<file path="config.mk">
export PLATFORM = sky130hd
export DESIGN_NAME = arbitro_peatonal
export DESIGN_NICKNAME = d
export VERILOG_FILES = /design/src/rtl/arbitro_peatonal.sv
export SDC_FILE = /design/constraint.sdc
export NUM_CORES = 1
export LEC_CHECK = 0
export ABC_AREA = 1
export CORE_UTILIZATION = 51
export DETAILED_ROUTE_END_ITERATION = 10
export GPL_TIMING_DRIVEN = 0
export PLACE_DENSITY = 0.84
export SYNTH_ARGS = -nofsm -noshare
export SYNTH_HDL_FRONTEND = slang
export SYNTH_SLANG_ARGS = --single-unit
</file>
<file path="constraint.sdc">
create_clock -name clk -period 1.9 [get_ports clk]
set_input_delay 0.38 -clock clk [delete_from_list [all_inputs] [get_ports clk]]
set_output_delay 0.38 -clock clk [all_outputs]
set_load 0.1 [all_outputs]
</file>
<file path="src/rtl/arbitro_peatonal.sv">
// Pedestrian-crossing scheduler: latches button requests, grants one walk window at a time while the crossed street is red.
// Optional macro PEATONAL_FLASH_EN: the served walk output blinks during clearance instead of staying low.
module arbitro_peatonal #(
  parameter int WALK_CYC  = 8,
  parameter int CLEAR_CYC = 3
) (
  input  logic       clk,
  input  logic       reset,
  input  logic       enb,
  input  logic       btn_A,
  input  logic       btn_B,
  input  logic [1:0] semaforo_A,
  input  logic [1:0] semaforo_B,
  output logic       Apeatonal,
  output logic       Bpeatonal,
  output logic       pend_A,
  output logic       pend_B
);

  typedef enum logic [1:0] {
    S_IDLE     = 2'd0,
    S_WAIT_RED = 2'd1,
    S_WALK     = 2'd2,
    S_CLEAR    = 2'd3
  } state_e;

  localparam logic SIDE_A = 1'b0;
  localparam logic SIDE_B = 1'b1;

  localparam int TMAX = (WALK_CYC > CLEAR_CYC) ? WALK_CYC : CLEAR_CYC;
  localparam int TW   = $clog2(TMAX + 1);

  localparam logic [TW-1:0] T_ZERO  = TW'(0);
  localparam logic [TW-1:0] T_ONE   = TW'(1);
  localparam logic [TW-1:0] T_WALK  = TW'(WALK_CYC - 1);
  localparam logic [TW-1:0] T_CLEAR = TW'(CLEAR_CYC - 1);

  state_e          state_q, state_d;
  logic [TW-1:0]   timer_q, timer_d;
  logic            sel_q, sel_d;
  logic            last_grant_q, last_grant_d;
  logic            pend_a_q, pend_a_d;
  logic            pend_b_q, pend_b_d;
  logic            btn_a_q, btn_b_q;
  logic            walk_a_q, walk_a_d;
  logic            walk_b_q, walk_b_d;

  logic            sel_red_s;
  logic            grant_s;
  logic            busy_s;
  logic            rise_a_s;
  logic            rise_b_s;
  logic            flash_s;

  assign sel_red_s = (sel_q == SIDE_A) ? (semaforo_A == 2'b00) : (semaforo_B == 2'b00);
  assign grant_s   = enb && (state_q == S_WAIT_RED) && sel_red_s;
  assign busy_s    = (state_q == S_WALK) || (state_q == S_CLEAR);
  assign rise_a_s  = btn_A && !btn_a_q;
  assign rise_b_s  = btn_B && !btn_b_q;

  // State, timer, request and output registers
  always_ff @(posedge clk or negedge reset) begin
    if (!reset) begin
      state_q      <= S_IDLE;
      timer_q      <= T_ZERO;
      sel_q        <= SIDE_A;
      last_grant_q <= SIDE_B;
      pend_a_q     <= 1'b0;
      pend_b_q     <= 1'b0;
      btn_a_q      <= 1'b0;
      btn_b_q      <= 1'b0;
      walk_a_q     <= 1'b0;
      walk_b_q     <= 1'b0;
    end else begin
      state_q      <= state_d;
      timer_q      <= timer_d;
      sel_q        <= sel_d;
      last_grant_q <= last_grant_d;
      pend_a_q     <= pend_a_d;
      pend_b_q     <= pend_b_d;
      btn_a_q      <= btn_A;
      btn_b_q      <= btn_B;
      walk_a_q     <= walk_a_d;
      walk_b_q     <= walk_b_d;
    end
  end

  // Next-state: FSM sequencing, timer and request latches
  always_comb begin
    state_d      = state_q;
    timer_d      = timer_q;
    sel_d        = sel_q;
    last_grant_d = last_grant_q;

    if (enb) begin
      case (state_q)
        S_IDLE: begin
          if (pend_a_q || pend_b_q) begin
            state_d = S_WAIT_RED;
            if (pend_a_q && pend_b_q) begin
              sel_d = ~last_grant_q;
            end else if (pend_a_q) begin
              sel_d = SIDE_A;
            end else begin
              sel_d = SIDE_B;
            end
          end else begin
            state_d = S_IDLE;
          end
        end
        S_WAIT_RED: begin
          if (sel_red_s) begin
            state_d = S_WALK;
            timer_d = T_WALK;
          end else begin
            state_d = S_WAIT_RED;
          end
        end
        S_WALK: begin
          // A light leaving red cuts the walk short
          if (!sel_red_s || (timer_q == T_ZERO)) begin
            state_d = S_CLEAR;
            timer_d = T_CLEAR;
          end else begin
            timer_d = timer_q - T_ONE;
          end
        end
        S_CLEAR: begin
          if (timer_q == T_ZERO) begin
            state_d      = S_IDLE;
            last_grant_d = sel_q;
          end else begin
            timer_d = timer_q - T_ONE;
          end
        end
        default: begin
          state_d = S_IDLE;
          timer_d = T_ZERO;
        end
      endcase
    end else begin
      state_d = state_q;
    end

    if (grant_s && (sel_q == SIDE_A)) begin
      pend_a_d = 1'b0;
    end else if (rise_a_s && !(busy_s && (sel_q == SIDE_A))) begin
      pend_a_d = 1'b1;
    end else begin
      pend_a_d = pend_a_q;
    end

    if (grant_s && (sel_q == SIDE_B)) begin
      pend_b_d = 1'b0;
    end else if (rise_b_s && !(busy_s && (sel_q == SIDE_B))) begin
      pend_b_d = 1'b1;
    end else begin
      pend_b_d = pend_b_q;
    end
  end

  // Output: walk lines follow the next state, only the served side is driven
  always_comb begin
    walk_a_d = 1'b0;
    walk_b_d = 1'b0;
    flash_s  = 1'b0;
    if (state_d == S_WALK) begin
      walk_a_d = (sel_d == SIDE_A);
      walk_b_d = (sel_d == SIDE_B);
    end else if (state_d == S_CLEAR) begin
`ifdef PEATONAL_FLASH_EN
      if (state_q == S_CLEAR) begin
        flash_s = enb ? ~(walk_a_q | walk_b_q) : (walk_a_q | walk_b_q);
      end else begin
        flash_s = 1'b0;
      end
`else
      flash_s = 1'b0;
`endif
      walk_a_d = flash_s && (sel_d == SIDE_A);
      walk_b_d = flash_s && (sel_d == SIDE_B);
    end else begin
      walk_a_d = 1'b0;
      walk_b_d = 1'b0;
    end
  end

  assign Apeatonal = walk_a_q;
  assign Bpeatonal = walk_b_q;
  assign pend_A    = pend_a_q;
  assign pend_B    = pend_b_q;

endmodule

</file>
* After elaboration in Yosys (flattened, before gate mapping)
Cells that the tools add are included.
** Word-level totals
- Input bits :: 9
- Output and inout port bits :: 4
- Logic and storage cells :: 70
- Register bits after elaboration :: 14
** Cells by class
- Reduce and logical (&&, ||, !) cells :: 28
- Equal/unequal tests :: 6
- Bitwise logic cells :: 3
- $add $sub $neg :: 1
- Mux-type cells :: 22
** Operators by type and width (count)
- 1-bit 2-to-1 mux :: 13
- 4-bit 2-to-1 mux :: 3
- 4-bit one-hot mux with 3 select lines :: 1
- 1-bit logical AND :: 11
- 2-bit 2-to-1 mux :: 4
- 2-bit one-hot mux with 4 select lines :: 1
- 2-bit equality test, second input constant :: 3
- 2-bit logical NOT :: 3
- 1-bit logical NOT :: 5
- 4-bit logical NOT :: 1
- 2-bit inequality test, second input constant :: 2
- 4-bit AND reduction :: 1
- 2-bit nonzero test :: 2
- 4-bit by 1-bit subtractor with 4-bit output, second input constant :: 1
- 1-bit logical OR :: 3
- 1-bit NOT :: 3
- 3-bit AND reduction :: 1
- 3-bit nonzero test :: 1
- 2-bit by 1-bit equality test with 1-bit output, second input constant :: 1

* Longest topological paths before layout
Gate-level depths: netlist of the first run.
- Depth in word-level cells :: 9
- Depth in mapped cells :: 10

* Worst setup path before layout of the first run
No wires, ideal clock.
- Kind :: register to register
- From :: reg pend_b_q, in the netlist pend_B
- To :: reg walk_a_q, in the netlist Apeatonal
- Library setup time :: 0.071 ns
- Slack :: 0.374 ns
- Arrival :: 1.454 ns
- Buffers on the path :: 0
- Data required time :: 1.829 ns
- Stages on the path, launching flop included :: 5
- Cell sequence :: dfrtp_1 > o21ai_1 > a32oi_1 > inv_1 > nor2_1
** Between the ends
- Word-level cells in the longest chain between the ends :: 7
** RTL lines
- start: declaration :: line 43 : logic pend_b_q, pend_b_d;
- start signal: assignment :: line 80 : pend_b_q <= pend_b_d;
- 1-bit logical AND :: line 100 : if (pend_a_q && pend_b_q) begin
- 1-bit 2-to-1 mux :: line 100
- 1-bit 2-to-1 mux * :: line 98 : if (pend_a_q || pend_b_q) begin
- 1-bit 2-to-1 mux * :: line 96 : case (state_q)
- 1-bit 2-to-1 mux * :: line 95 : if (enb) begin
- net sel_d :: line 40 : logic sel_q, sel_d;
- 1-bit NOT *
- 1-bit 2-to-1 mux * :: line 167 : if (state_d == S_WALK) begin
- net walk_a_d :: line 45 : logic walk_a_q, walk_a_d;
- end signal: assignment :: line 83 : walk_a_q <= walk_a_d;
- end: declaration :: line 45
Mark *: on every way through the listed nets, which the timed path passes. The rest lies on a longest branch.
A chain may end at the register's enable or synchronous reset.

* Final worst setup path of the first run
- From :: reg walk_b_q, in the netlist Bpeatonal
- To :: out Bpeatonal
** RTL lines
- start: declaration :: line 46 : logic walk_b_q, walk_b_d;
- start signal: assignment :: line 84 : walk_b_q <= walk_b_d;
- end: declaration :: line 15 : output logic Bpeatonal,
No word-level cell between the ends.

==> results of run 1 <==
==> cells by family (layout without fill, tap and decap cells) <==
group,after synthesis,after routing,share of synthesized area [%]
xor+xnor,2,2,2.06
fa+ha+maj,7,7,10.3
buf+inv,19,35,8.38
compound gates,11,11,8.09
flops,14,14,41.3
simple gates,48,48,29.9
==> layout make-up <==
cell class	count	area share, %
Tap cell	16	1.95
Inverter	19	6.94
Multi-Input combinational cell	68	41.7
Timing Repair Buffer	12	11.7
Sequential cell	14	34.2
Clock buffer	4	3.53
==> Yosys cell counts <==
library cell  count
nand3_2           4
xor2_1            2
dfstp_2           1
a21oi_1           1
a32oi_1           1
inv_1            12
o21a_1            2
clkinv_1          2
nand2_2           5
dfrtp_1          13
or2_1             2
inv_2             5
o21ai_0           2
nor2_1            7
nor2_2            1
nand4_1           2
nand3_1           6
nand2_1          18
o21ai_1           3
a22oi_1           2
ha_1              7
nand4_2           1
nor3b_1           2
==> routing by layer <==
layer / vias up / global-route usage (%)
li1: 357 / -
met1: 351 / 26.4
met2: 20 / 33.3
met3: 2 / 4.68
met4: 0 / 9.38
met5: - / 0
==> per-stage QoR <==
stage | utilization, % | TNS, ps
6_report | 67.4 | 0
5_1_grt | 67.4 | 0
4_1_cts | 67.4 | 0
3_5_place_dp | 65.0 | -80.3
3_3_place_gp | 65.0 | -58.4
2_1_floorplan | - | 0
==> final timing paths <==
kind,endpoint,cells after the start,slack [ps]
max,Bpeatonal,1,50
min,last_grant_q,2,480
max reg2reg,pend_B,6,330
min reg2reg,last_grant_q,2,480
max in group asynchronous,state_q[0],1,1000
min in group asynchronous,timer_q[3],1,490
==> tightest hold or removal path, delay by kind of cell, from the launching register on <==
kind | cells | cell delay (ps)
and+or+nand+nor | 1 | 50
AOI/OAI and AO/OA | 1 | 50
DFF | 1 | 380
==> power by group through the flow <==
stage | logic, mW | registers (mW) | clock network (mW)
after CTS | 0.688 | 0.443 | 0.218
after detailed placement | 0.686 | 0.449 | 0
after global placement | 0.654 | 0.447 | 0
after global routing | 0.757 | 0.456 | 0.231
final | 0.688 | 0.444 | 0.218
after floorplan | 0.393 | 0.571 | 0
==> state kept, by name, indices dropped and copies added, names as in the netlist <==
name          count
Apeatonal         1
Bpeatonal         1
btn_a_q           1
btn_b_q           1
last_grant_q      1
pend_A            1
pend_B            1
sel_q             1
state_q           2
timer_q           4
==> metrics.yaml, run 1 <==
status: "completed"
path_buf_inv: 1
overflow: 0
wl_um: 1700
antenna_found_initial: 0
synth_top_cell_by_area: "dfrtp_1"
numCtsBuffers: 3
max_freq_mhz: 539
h-tree-depth: 1
cp.arrival_ps: 1470
worst_pin_slew_ps: 952
slew_viol_final: 0
setup_ws_ps: 46.3
required_ps: 1520
diodes: 0
path_max_fanout: 1
cts_buffer_depth: 2
synthesis.area_um2: 851
die_w_um: 42.8
grt_pass1_vias: 666
finClkSkew_ps: 1.80
whs_ps: 482
cp_top_family: "buffers and inverters"
max_slew_margin_pct: 36.8
cp-end-kind: "output pin"
setup_viol: 0
fp.dieH_um: 42.8
ys.warnings.count: 0
layout_commonest_cell: "nand2_1"
placement.cell_area_um2: 991
port_buffers: 12
cts_num_sinks: 14
top_layer_used: "met4"
place_ws_ps: -46.2
vias_per_cell: 5.49
drive_gt1_share_pct: 19.7
fin_nets: 134
dp.final_hpwl_um: 1310
synth_cell_type_count: 23
cts_tree: "built"
gr-usage-all-layers_pct: 20.8
wl_met1_um: 764
ys_seq_area_share_pct: 41.3
nFillCells: 128
period_share_pct: 97.6
cp_slowest_stage_delay_ps: 850
drtIter0Drc: 23
p_per_area_nw_per_um2: 1310
syn_nets: 117
multi_input_area_um2: 428
cts-hold-fix-buffers: 0
syn2layout_area_growth_pct: 20.7
intPower_uw: 705
peakVddDrop_mv: 0.567
worstSetupStartpointType: "flip-flop"
route.met3.wl_um: 83
power_mw: 1.35
p_sw_share_pct: 47.7
synthTopCellsByArea: "dfrtp_1, ha_1, nand2_1, inv_1, nand3_2"
max-cap-violations: 0
wl_per_cell_um: 12.8
path_cells: "dlygate4sd2_1"
ys_seq_elements: 14
clkTransAtPathRegs_ps: 90
dpl.cell_count: 129
crit_slowest_cell: "dlygate4sd2_1"
syn_inst: 101
crit_start: "Bpeatonal"
core_area_um2: 1520
switchingPower_uw: 644
wl_met2_um: 832
postCtsSetupBuffers: 0
root_buffer: "clkbuf_4"
final_antenna_net_count: 0
rows: 14
dieArea_um2: 1840
p_seq_share_pct: 32.9
grt_pass1_wl_um: 2800
pwr-share-comb_pct: 51.0
synth_top_cell_area_share_pct: 38.2
finalNonFillerCells: 133
seqCellArea_um2: 352
rsz0062_at_grt: "false"
pwr-share-clk_pct: 16.1
synth.avg_cell_area_um2: 8.42
finalHoldViolCount: 0
final_cell_mix: "nand2_1, dfrtp_1, inv_1, clkdlybuf4s50_1"
crit_type: "reg -> out"
min_path_type: "reg -> reg"
drc: 0
io_pins: 13
p_leak_nw: 0.509
cts_resized: 8
grt_max_degree: 15
gp_congestion: 0.882
worstHoldStart: "last_grant_q"
min_period_ps: 1850
first_pass_iters: 5
r2r_start: "state_q[0]"
vias: 730
design_area_um2: 1030
clk_latency_ps: 280
initial_core_util_pct: 55.8
Note: power is estimated with default switching activity, not from simulation.
==> run 2, diff against run 1 <==
--- a/config.mk
+++ b/config.mk
@@ -6,10 +6,11 @@
 export NUM_CORES = 1
 export LEC_CHECK = 0
 export ABC_AREA = 1
-export CORE_UTILIZATION = 51
+export CORE_UTILIZATION = 50
 export DETAILED_ROUTE_END_ITERATION = 10
 export GPL_TIMING_DRIVEN = 0
-export PLACE_DENSITY = 0.84
+export PLACE_DENSITY = 0.83
+export SLEW_MARGIN = 0
 export SYNTH_ARGS = -nofsm -noshare
 export SYNTH_HDL_FRONTEND = slang
 export SYNTH_SLANG_ARGS = --single-unit
==> metrics.yaml, run 2 (synthesis gave the netlist of run 1 again) <==
r2r_start: "state_q[0]"
drtIter0Drc: 36
reg2reg_to: "pend_B"
worst_pin_slew_ps: 951
p_leak_nw: 0.505
final_cell_mix: "nand2_1, dfrtp_1, inv_1, clkdlybuf4s50_1"
grt_max_degree: 15
numCtsBuffers: 3
max_slew_margin_pct: 36.8
postCtsSetupBuffers: 0
wl_um: 1830
clkTransAtPathRegs_ps: 90
wl_per_cell_um: 13.8
status: "completed"
finClkSkew_ps: 2.11
p_per_area_nw_per_um2: 1320
port_buffers: 12
gp_congestion: 0.832
fp.dieH_um: 43.3
crit_type: "reg -> out"
min_path_type: "in -> async"
overflow: 0
diodes: 0
grt_pass1_vias: 722
required_ps: 1520
cts-hold-fix-buffers: 0
cts_buffer_depth: 2
path_buf_inv: 1
min_period_ps: 1870
first_pass_iters: 4
peakVddDrop_mv: 0.640
cts_resized: 8
io_pins: 13
vias_per_cell: 5.54
vias: 737
whs_ps: 465
fin_nets: 134
top_regs: "timer_q x4, state_q x2"
cts_tree: "built"
max_freq_mhz: 536
top_register: "timer_q"
syn2layout_area_growth_pct: 20.9
final_antenna_net_count: 0
worstSetupStartpointType: "flip-flop"
slew_viol_final: 0
root_buffer: "clkbuf_4"
path_cells: "clkdlybuf4s15_1"
cp_slowest_stage_delay_ps: 830
rrSetupSlack_ps: 320
die_w_um: 43.3
rsz0062_at_grt: "false"
h-tree-depth: 1
setup_viol: 0
period_share_pct: 98.3
max-cap-violations: 0
grt_pass1_wl_um: 3080
core_area_um2: 1540
clk_latency_ps: 290
cp-end-kind: "output pin"
gr-usage-all-layers_pct: 22.9
cts_num_sinks: 14
layout_commonest_cell: "nand2_1"
initial_core_util_pct: 55.2
tns_ps: 0
drive_gt1_share_pct: 19.7
dp.final_hpwl_um: 1370
antenna_found_initial: 0
rows: 14
finalHoldViolCount: 0
drc: 0
path_max_fanout: 1
cp_top_family: "buffers and inverters"
largest_reg_flops: 4
worst-r2r-cell-count: 6
crit_slowest_cell: "clkdlybuf4s15_1"
dieArea_um2: 1870
cp.arrival_ps: 1490
==> run 2: how the worst max path moves through the flow <==
stage	cells after the start	end	startpoint	slack (ps)
final	1	Apeatonal	Apeatonal	30
after global routing	1	Apeatonal	Apeatonal	6
after CTS	1	Apeatonal	Apeatonal	20
after global placement	1	pend_A	pend_A	-30
after floorplan	4	Apeatonal	pend_B	370
after detailed placement	1	pend_B	pend_B	-80
==> run 2: layout make-up <==
cell class | count | area (µm²)
timing repair buffer | 12 | 121
inverter | 19 | 71.3
tap | 16 | 20.0
multi-input combinational | 68 | 428
sequential | 14 | 352
clock buffer | 4 | 36.3
fill | 127 | 513
==> run 2: metal layers <==
layer / global-route usage (%) / part of all wire [%] / vias up
met5: 0 / 0 / -
met3: 5.11 / 4.8 / 7
met2: 37.6 / 49 / 24
met1: 26.4 / 42 / 352
li1: - / - / 354
met4: 14.5 / 3.9 / 0
==> run 2: where the power goes <==
part / internal (mW) / switching [mW]
Clock: 0.117 / 0.105
Combinational: 0.214 / 0.473
Sequential: 0.374 / 0.0754
==> run 2: stage by stage <==
step	power [mW]	utilization (%)	instance area, µm²	instances	setup slack (ps)
4_1_cts	1.36	66.6	1030	133	15.1
3_5_place_dp	1.13	64.3	991	129	-75.0
5_1_grt	1.45	66.7	1030	133	6.21
3_3_place_gp	1.10	64.3	991	129	-27.3
6_report	1.36	66.7	1030	133	32.7
2_1_floorplan	0.964	-	851	101	374
